$ cat src/rtl/pipeline_stall_control_if.sv
// Hazard/stall unit pipeline-side signals.
// Master drives the latch contents and multdiv status; slave returns the stall/sequencing controls.
interface pipeline_stall_control_if;
  logic [31:0] FD_IR;
  logic [31:0] DX_IR;
  logic        branch_taken;
  logic        data_resultRDY;
  logic        data_exception;
  logic        stall_F;
  logic        stall_D;
  logic        bubble_DX;
  logic        bubble_XM;
  logic        ctrl_MULT;
  logic        ctrl_DIV;
  logic        md_busy;
  logic        md_done;
  logic        md_exception;
  logic        md_timeout;

  modport master (
    output FD_IR, DX_IR, branch_taken, data_resultRDY, data_exception,
    input  stall_F, stall_D, bubble_DX, bubble_XM, ctrl_MULT, ctrl_DIV,
           md_busy, md_done, md_exception, md_timeout
  );

  modport slave (
    input  FD_IR, DX_IR, branch_taken, data_resultRDY, data_exception,
    output stall_F, stall_D, bubble_DX, bubble_XM, ctrl_MULT, ctrl_DIV,
           md_busy, md_done, md_exception, md_timeout
  );
endinterface

$ cat src/rtl/pipeline_stall_control.sv
// Load-use bubble insertion and multdiv start/wait/timeout sequencing for the 5-stage pipeline.
// state | meaning:  IDLE | normal flow, may start multdiv;  WAIT | op running, pipe frozen;  DONE | op leaves DX
module pipeline_stall_control #(
  parameter int MD_TIMEOUT = 64,
  parameter int CNT_W      = 7
) (
  input  logic                          clock,
  input  logic                          reset,
  pipeline_stall_control_if.slave       bus
);

  typedef enum logic [1:0] {ST_IDLE, ST_WAIT, ST_DONE} state_t;

  localparam logic [CNT_W-1:0] CNT_LAST = CNT_W'(MD_TIMEOUT - 1);
  localparam logic [4:0] OP_RTYPE = 5'b00000;
  localparam logic [4:0] OP_LOAD  = 5'b01000;
  localparam logic [4:0] ALU_MUL  = 5'b00110;
  localparam logic [4:0] ALU_DIV  = 5'b00111;

  state_t           state_q, state_d;
  logic [CNT_W-1:0] cnt_q, cnt_d;
  logic             md_exc_q, md_exc_d;

  logic [4:0] fd_op, fd_rd, fd_rs, fd_rt;
  logic [4:0] dx_op, dx_rd, dx_alu;
  logic       fd_uses_rt, fd_uses_rd;
  logic       dx_is_mul, dx_is_div, load_use;

  logic stall_f, stall_d, bubble_dx, bubble_xm;
  logic ctrl_mult, ctrl_div, md_busy, md_done, md_timeout;

  logic unused_ir_bits;
  assign unused_ir_bits = ^{bus.FD_IR[11:0], bus.DX_IR[21:7], bus.DX_IR[1:0]};

  assign fd_op  = bus.FD_IR[31:27];
  assign fd_rd  = bus.FD_IR[26:22];
  assign fd_rs  = bus.FD_IR[21:17];
  assign fd_rt  = bus.FD_IR[16:12];
  assign dx_op  = bus.DX_IR[31:27];
  assign dx_rd  = bus.DX_IR[26:22];
  assign dx_alu = bus.DX_IR[6:2];

  // Stores, branches and jr read rd as a source operand.
  assign fd_uses_rt = (fd_op == OP_RTYPE);
  assign fd_uses_rd = (fd_op == 5'b00111) || (fd_op == 5'b00010) ||
                      (fd_op == 5'b00110) || (fd_op == 5'b00100);

  assign dx_is_mul = (dx_op == OP_RTYPE) && (dx_alu == ALU_MUL);
  assign dx_is_div = (dx_op == OP_RTYPE) && (dx_alu == ALU_DIV);

  assign load_use = (dx_op == OP_LOAD) && (dx_rd != 5'd0) &&
                    ((dx_rd == fd_rs) ||
                     (fd_uses_rt && (dx_rd == fd_rt)) ||
                     (fd_uses_rd && (dx_rd == fd_rd)));

  always_ff @(posedge clock or posedge reset) begin
    if (reset) begin
      state_q  <= ST_IDLE;
      cnt_q    <= '0;
      md_exc_q <= 1'b0;
    end else begin
      state_q  <= state_d;
      cnt_q    <= cnt_d;
      md_exc_q <= md_exc_d;
    end
  end

  always_comb begin
    state_d    = state_q;
    cnt_d      = cnt_q;
    md_exc_d   = md_exc_q;
    stall_f    = 1'b0;
    stall_d    = 1'b0;
    bubble_dx  = 1'b0;
    bubble_xm  = 1'b0;
    ctrl_mult  = 1'b0;
    ctrl_div   = 1'b0;
    md_busy    = 1'b0;
    md_done    = 1'b0;
    md_timeout = 1'b0;
    case (state_q)
      ST_IDLE: begin
        if (!bus.branch_taken && (dx_is_mul || dx_is_div)) begin
          ctrl_mult = dx_is_mul;
          ctrl_div  = dx_is_div;
          stall_f   = 1'b1;
          stall_d   = 1'b1;
          bubble_xm = 1'b1;
          cnt_d     = '0;
          state_d   = ST_WAIT;
        end else if (!bus.branch_taken && load_use) begin
          stall_f   = 1'b1;
          bubble_dx = 1'b1;
        end
      end
      ST_WAIT: begin
        md_busy   = 1'b1;
        stall_f   = 1'b1;
        stall_d   = 1'b1;
        bubble_xm = 1'b1;
        cnt_d     = cnt_q + CNT_W'(1);
        // A result arriving on the last allowed cycle still counts as completion.
        if (bus.data_resultRDY) begin
          md_exc_d = bus.data_exception;
          state_d  = ST_DONE;
        end else if (cnt_q == CNT_LAST) begin
          md_timeout = 1'b1;
          md_exc_d   = 1'b1;
          state_d    = ST_DONE;
        end
      end
      ST_DONE: begin
        md_done = 1'b1;
        state_d = ST_IDLE;
      end
      default: state_d = ST_IDLE;
    endcase
  end

  // Outputs are forced low while reset is held so a multdiv still sitting in DX cannot pulse.
  assign bus.stall_F      = stall_f    & ~reset;
  assign bus.stall_D      = stall_d    & ~reset;
  assign bus.bubble_DX    = bubble_dx  & ~reset;
  assign bus.bubble_XM    = bubble_xm  & ~reset;
  assign bus.ctrl_MULT    = ctrl_mult  & ~reset;
  assign bus.ctrl_DIV     = ctrl_div   & ~reset;
  assign bus.md_busy      = md_busy    & ~reset;
  assign bus.md_done      = md_done    & ~reset;
  assign bus.md_timeout   = md_timeout & ~reset;
  assign bus.md_exception = md_exc_q;

endmodule

$ cat src/flat_wrapper.sv
// flat-port wrapper written by rule: the top's interface ports become plain ports
module pipeline_stall_control_flat 
#(
  parameter int MD_TIMEOUT = 64,
  parameter int CNT_W      = 7
)
  (clock, reset, bus_FD_IR, bus_DX_IR, bus_branch_taken, bus_data_resultRDY, bus_data_exception, bus_stall_F, bus_stall_D, bus_bubble_DX, bus_bubble_XM, bus_ctrl_MULT, bus_ctrl_DIV, bus_md_busy, bus_md_done, bus_md_exception, bus_md_timeout);
  pipeline_stall_control_if bus_i ();
  input  logic clock;
  input  logic reset;
  input wire logic [$bits(bus_i.FD_IR)-1:0] bus_FD_IR;
  input wire logic [$bits(bus_i.DX_IR)-1:0] bus_DX_IR;
  input wire logic [$bits(bus_i.branch_taken)-1:0] bus_branch_taken;
  input wire logic [$bits(bus_i.data_resultRDY)-1:0] bus_data_resultRDY;
  input wire logic [$bits(bus_i.data_exception)-1:0] bus_data_exception;
  output wire logic [$bits(bus_i.stall_F)-1:0] bus_stall_F;
  output wire logic [$bits(bus_i.stall_D)-1:0] bus_stall_D;
  output wire logic [$bits(bus_i.bubble_DX)-1:0] bus_bubble_DX;
  output wire logic [$bits(bus_i.bubble_XM)-1:0] bus_bubble_XM;
  output wire logic [$bits(bus_i.ctrl_MULT)-1:0] bus_ctrl_MULT;
  output wire logic [$bits(bus_i.ctrl_DIV)-1:0] bus_ctrl_DIV;
  output wire logic [$bits(bus_i.md_busy)-1:0] bus_md_busy;
  output wire logic [$bits(bus_i.md_done)-1:0] bus_md_done;
  output wire logic [$bits(bus_i.md_exception)-1:0] bus_md_exception;
  output wire logic [$bits(bus_i.md_timeout)-1:0] bus_md_timeout;
  assign bus_i.FD_IR = bus_FD_IR;
  assign bus_i.DX_IR = bus_DX_IR;
  assign bus_i.branch_taken = bus_branch_taken;
  assign bus_i.data_resultRDY = bus_data_resultRDY;
  assign bus_i.data_exception = bus_data_exception;
  assign bus_stall_F = bus_i.stall_F;
  assign bus_stall_D = bus_i.stall_D;
  assign bus_bubble_DX = bus_i.bubble_DX;
  assign bus_bubble_XM = bus_i.bubble_XM;
  assign bus_ctrl_MULT = bus_i.ctrl_MULT;
  assign bus_ctrl_DIV = bus_i.ctrl_DIV;
  assign bus_md_busy = bus_i.md_busy;
  assign bus_md_done = bus_i.md_done;
  assign bus_md_exception = bus_i.md_exception;
  assign bus_md_timeout = bus_i.md_timeout;
  pipeline_stall_control #(.MD_TIMEOUT(MD_TIMEOUT), .CNT_W(CNT_W)) u_core (.clock(clock), .reset(reset), .bus(bus_i));
endmodule
$ cat config.mk
export PLATFORM = sky130hd
export DESIGN_NAME = pipeline_stall_control_flat
export DESIGN_NICKNAME = d
export VERILOG_FILES = /design/src/rtl/pipeline_stall_control_if.sv /design/src/rtl/pipeline_stall_control.sv /design/src/flat_wrapper.sv
export SDC_FILE = /design/constraint.sdc
export NUM_CORES = 1
export LEC_CHECK = 0
export ABC_AREA = 1
export ABC_CLOCK_PERIOD_IN_PS = 1600
export CAP_MARGIN = 20
export CORE_MARGIN = 2
export CORE_UTILIZATION = 33
export DETAILED_ROUTE_END_ITERATION = 10
export PLACE_DENSITY = 0.89
export SLEW_MARGIN = 0
export SYNTH_ARGS = -nofsm -noshare
export SYNTH_HDL_FRONTEND = slang
export SYNTH_SLANG_ARGS = --single-unit
export TNS_END_PERCENT = 1
$ cat constraint.sdc
create_clock -name clock -period 1.6 [get_ports clock]
set_input_delay 0.24 -clock clock [delete_from_list [all_inputs] [get_ports clock]]
set_output_delay 0.24 -clock clock [all_outputs]
set_load 0.02 [all_outputs]
# [Yosys cells after proc, flatten, opt, wreduce, memory -nomap -nowiden]
# Cells that the tools add are included.
[word_totals] ff_bits=10 in_bits=69 output_inout_bits=10 elab_cells=76
[op_classes] add_sub_neg=1 n_eq_ne=15 muxes=24 n_bitwise=9 n_reduce_logical=24
[op_table] cell="$eq 5x3->1 const B" count=5
[op_table] cell="$mux 1" count=16
[op_table] cell="$eq 5x5->1" count=3
[op_table] cell="$pmux 7 s2" count=1
[op_table] cell="$logic_not 5->1" count=2
[op_table] cell="$and 1x1->1" count=8
[op_table] cell="$logic_and 1x1->1" count=8
[op_table] cell="$add 7x1->7 const B" count=1
[op_table] cell="$eq 7x6->1 const B" count=1
[op_table] cell="$mux 7" count=1
[op_table] cell="$logic_or 1x1->1" count=6
[op_table] cell="$mux 2" count=3
[op_table] cell="$reduce_and 2->1" count=3
[op_table] cell="$eq 5x2->1 const B" count=1
[op_table] cell="$eq 5x4->1 const B" count=1
[op_table] cell="$reduce_bool 5->1" count=1
[op_table] cell="$pmux 1 s2" count=2
[op_table] cell="$pmux 2 s2" count=1
[op_table] cell="$reduce_bool 2->1" count=2
[op_table] cell="$ne 3x2->1 const B" count=1
[op_table] cell="$eq 2x1->1 const B" count=1
[op_table] cell="$eq 2x2->1 const B" count=1
[op_table] cell="$logic_not 2->1" count=1
[op_table] cell="$ne 2x1->1 const B" count=1
[op_table] cell="other kinds (2)" count=2

# [Depth between registers and ports, before layout]
[depth] ltp_word=12 mapped_depth=10 ltp_nobuf=10

# [Worst setup path before layout]
# No wires, ideal clock.
[synth_timing] path_kind="register -> output" start="register u_core.state_q[1]" end="output port bus_md_timeout" arrival_time_ns=1.294 required_time_ns=1.360 setup_slack_ns=0.066 stages_incl_launch_ff=5 path_cell_list="dfrtp_1 nor2_2 inv_2 nor2_2 and3_1"
[synth_via] elab_chain_cells=3
[synth_lines] item="start: declaration" line_no="pipeline_stall_control.sv:20" rtl="state_t state_q, state_d;"
[synth_lines] item="start signal: assignment" line_no="pipeline_stall_control.sv:62" rtl="state_q <= state_d;"
[synth_lines] item="$eq 2x1->1" line_no="pipeline_stall_control.sv:81" rtl="case (state_q)"
[synth_lines] item="$mux 1" line_no="pipeline_stall_control.sv:81"
[synth_lines] item="$and 1x1->1" line_no="pipeline_stall_control.sv:129" rtl="assign bus.md_timeout = md_timeout & ~reset;"
[synth_lines] item="end: declaration" line_no="flat_wrapper.sv:25" rtl="output wire logic [$bits(bus_i.md_timeout)-1:0] bus_md_timeout;"
# No other way between the ends.

# [Worst setup path in the final report]
[layout_timing] start="register u_core.cnt_q[0]" end="output port bus_md_timeout"
[layout_via] elab_chain_cells=5
[layout_lines] item="start: declaration" line_no="pipeline_stall_control.sv:21" rtl="logic [CNT_W-1:0] cnt_q, cnt_d;"
[layout_lines] item="start signal: assignment" line_no="pipeline_stall_control.sv:63" rtl="cnt_q <= cnt_d;"
[layout_lines] item="$eq 7x6->1" line_no="pipeline_stall_control.sv:106" rtl="end else if (cnt_q == CNT_LAST) begin"
[layout_lines] item="$mux 1" line_no="pipeline_stall_control.sv:106"
[layout_lines] item="$mux 1" line_no="pipeline_stall_control.sv:103" rtl="if (bus.data_resultRDY) begin"
[layout_lines] item="$mux 1" line_no="pipeline_stall_control.sv:81"
[layout_lines] item="$and 1x1->1" line_no="pipeline_stall_control.sv:129"
# No other way between the ends.

==> results by group <==
Outcome
  • Outcome: finished, violations left
  • Violated checks: negative setup slack

Final layout
  • Share of layout cells above drive strength 1: 31.14%
  • Synth-to-layout area growth: 77.88%
  • Antenna Cells: 0
  • Final design area excluding fillers: ~1700 sq um
  • Final net count: 299
  • Most common cell after layout, fill and taps aside: sky130_fd_sc_hd__nand2_1
  • Commonest non-fill, non-tap cells in the layout: sky130_fd_sc_hd__nand2_1 (38), sky130_fd_sc_hd__dlygate4sd2_1 (22), sky130_fd_sc_hd__buf_4 (22)
  • Final Util: 61.85%

CTS
  • Number of buffers on the longest clock path: 2
  • Buffer type at the clock tree root: sky130_fd_sc_hd__clkbuf_4
  • TritonCTS clock tree: built
  • TritonCTS buffer count: 3
  • Clock sinks: 10
  • Insertion delay of the later-clocked pin in the worst-skew pair: 0.27 ns
  • Number of levels the H-tree was split into: 1
  • Clock slew seen by the registers of the worst setup and hold paths: approximately 0.07 ns

Detailed routing
  • DR WL/cell: 10.68 um
  • Routed Antenna Nets: 0
  • Ratio of routed vias to standard cells: 4.672
  • Total iterations of the first detailed-routing run: 4
  • Violation count after the first detailed-routing iteration: 48
  • Final wirelength: around 2800 um
  • DRC violations left: 0
  • Vias after detailed routing: 1210

Worst hold path
  • Path class of the lowest-slack min-delay path: in2async

Synthesis
  • Synth top area share: roughly a quarter
  • Synth async-reset ratio: 100.0%
  • Cell area after synthesis: 967.2 sq um
  • Synth Net Count: 226
  • Synthesis warning total: 0
  • Cell type with the highest aggregate area in the netlist: sky130_fd_sc_hd__dfrtp_1
  • Synthesized area per cell: 6.200 sq um
  • Post-synthesis register bit count: 10
  • Number of enable-type register cells in the synthesized netlist: 0
  • Leading post-synthesis cells by cell area: sky130_fd_sc_hd__dfrtp_1 (26%), sky130_fd_sc_hd__nand2_1 (16%), sky130_fd_sc_hd__inv_1 (9.3%), sky130_fd_sc_hd__nor2_1 (7.8%), sky130_fd_sc_hd__nand3_1 (4.1%)
  • Synth unique cells: 25
  • Proportion of synthesized chip area in sequential cells: 25.87%
  • Synth Instances: 156
  • Most used flip-flop cell after synthesis: sky130_fd_sc_hd__dfrtp_1

STA
  • Period utilization: 102.6%
  • Final worst clock skew: 0.004687 ns
  • Post-Route Hold Slack: 0.01971 ns
  • RSZ-0062 raised after global routing: true
  • Final setup slack of the worst path: -0.04146 ns
  • Pin slew with the least headroom to its limit: ~0.25 ns
  • Time the worst path needs with I/O delays and setup: 1.641 ns
  • Peak clock frequency supported by timing: 609.2 MHz
  • Number of hold-slack violations in the final timing report: 0
  • Setup-failing EPs final: 2
  • Relative slew slack: approximately 84%
  • Number of pins exceeding their max-slew limit in the final report: 0

Setup path
  • Worst setup slack for register-to-register paths: 0.22 ns
  • Startpoint-to-endpoint class of the critical path: reg2out
  • Nature of the critical path startpoint: flop
  • Worst Setup End Kind: output pin
  • Cell-by-cell listing of the critical path: ha_4, nand4_4, nor3_4, and3_4, buf_6
  • Cell with the biggest individual delay on the critical path: sky130_fd_sc_hd__dfrtp_1
  • WP data required: between 1 and 1.5 ns
  • Cell family with most CP delay: simple AND/OR/NAND/NOR gates
  • Crit path buf inv count: 1
  • Max FO, Critical Path: 3
  • Arrival time at the worst endpoint: about 1.4 ns
  • Largest stage delay on the critical path: roughly 0.4 ns

Floorplan
  • Initial cell density of the core: 34.77%
  • Die boundary height: 58.14 um
  • Count of pins on the block boundary: 79
  • Floorplan row count: 19
  • Die area: 3380 sq um
  • Horizontal die dimension: 58.14 um
  • Std-Cell Core Area: approximately 2800 sq um

Place
  • Count of port buffers added during placement: slightly below 50
  • Post-DP Area: 1624 sq um
  • Post-DP HPWL: 2172 um
  • Routability-driven placement congestion ratio: 0.8450

Global route
  • Pin count of the biggest net entering global routing: 9
  • First-pass GRT wire length: 4636 um
  • GRT overflow: 0
  • Via count of the first global-routing pass: around 1200
  • Initial antenna violation count: 0
  • Tot GR Track Use: 17.25%

Run
  • Max cap viols: 0

Pwr
  • Cell area power density: 778.3 nW/um^2
  • Worst vdd rail ir drop: between 0.8 and 0.9 mV
  • Power after layout: ~1.3 mW
  • Static Leak: 0.9179 nW
[sequential cells by signal (all words and copies together) (netlist names)]
signal,count
u_core.bus.md_exception,1
u_core.cnt_q,7
u_core.state_q,2
[stage by stage]
stage	worst slack, ns	setup TNS [ns]	instances
2_1_floorplan	0.06557	0	156
3_3_place_gp	-0.6826	-4.685	253
3_5_place_dp	-0.6966	-4.895	253
4_1_cts	-0.1035	-0.2157	258
5_1_grt	-0.1077	-0.3656	259
6_report	-0.04146	-0.07100	259
[synthesized netlist by cell type, types with 5 or more instances]
cell type	number
sky130_fd_sc_hd__dfrtp_1	10
sky130_fd_sc_hd__nand3_1	8
sky130_fd_sc_hd__nor3_1	5
sky130_fd_sc_hd__inv_1	24
sky130_fd_sc_hd__o21ai_0	6
sky130_fd_sc_hd__inv_2	6
sky130_fd_sc_hd__nor2_1	20
sky130_fd_sc_hd__a21oi_1	5
sky130_fd_sc_hd__nand2_1	40
sky130_fd_sc_hd__nor2_2	6
[worst paths after layout]
check / startpoint / to / cells after the start
setup / recovery: u_core.cnt_q[0] / bus_md_timeout / 5
hold / removal: reset / u_core.state_q[0] / 3
setup reg to reg: u_core.cnt_q[0] / u_core.cnt_q[6] / 8
hold reg to reg: u_core.state_q[0] / u_core.state_q[0] / 1
max in group asynchronous: reset / u_core.cnt_q[6] / 3
min in group clock: u_core.state_q[0] / u_core.state_q[0] / 1
[tightest hold or removal path: cells and delay by family]
kind                   cells  cell delay, ns
buffers and inverters      3            0.38
[routing by layer]
layer  GRT usage, %  routed length (um)  up-vias
met2          30.68                1370       32
met5              0                   0        -
met3          2.679                 155        5
met1          21.02                1203      540
li1               -                   -      633
met4          5.980                  37        0
[power by group]
part	switching [mW]	internal [mW]	leakage (nW)	total [mW]
Clock	0.0960	0.138	0.0210	0.234
Sequential	0.0957	0.356	0.121	0.452
Combinational	0.310	0.343	0.776	0.652
Total	0.502	0.837	0.918	1.34
[cells by family after synthesis]
family / Yosys count / share of synthesized area, %
AND/OR/NAND/NOR: 93 / 46.31
AO/OA/AOI/OAI: 13 / 6.856
flip-flops: 10 / 25.87
XOR/XNOR: 8 / 7.244
adder cells (fa/ha/maj): 1 / 1.293
buffers and inverters: 31 / 12.42
[what timing repair did]
action | 4_1_cts | 5_1_grt
setup endpoints to repair | 9 | 8
pin swaps | 30 | 13
setup buffers | 1 | 1
resized for setup | 92 | 15
hold buffers | 0 | 0
[area by class of cell]
type | instances | area (sq um)
repair buffers | 69 | 613.1
flip-flops and latches | 10 | 250.2
fillers | 266 | 1061
multi-input cells | 115 | 669.4
clock buffers | 4 | 36.28
well taps | 31 | 38.79
inverters | 30 | 112.6
(Power assumes the default switching activity.)
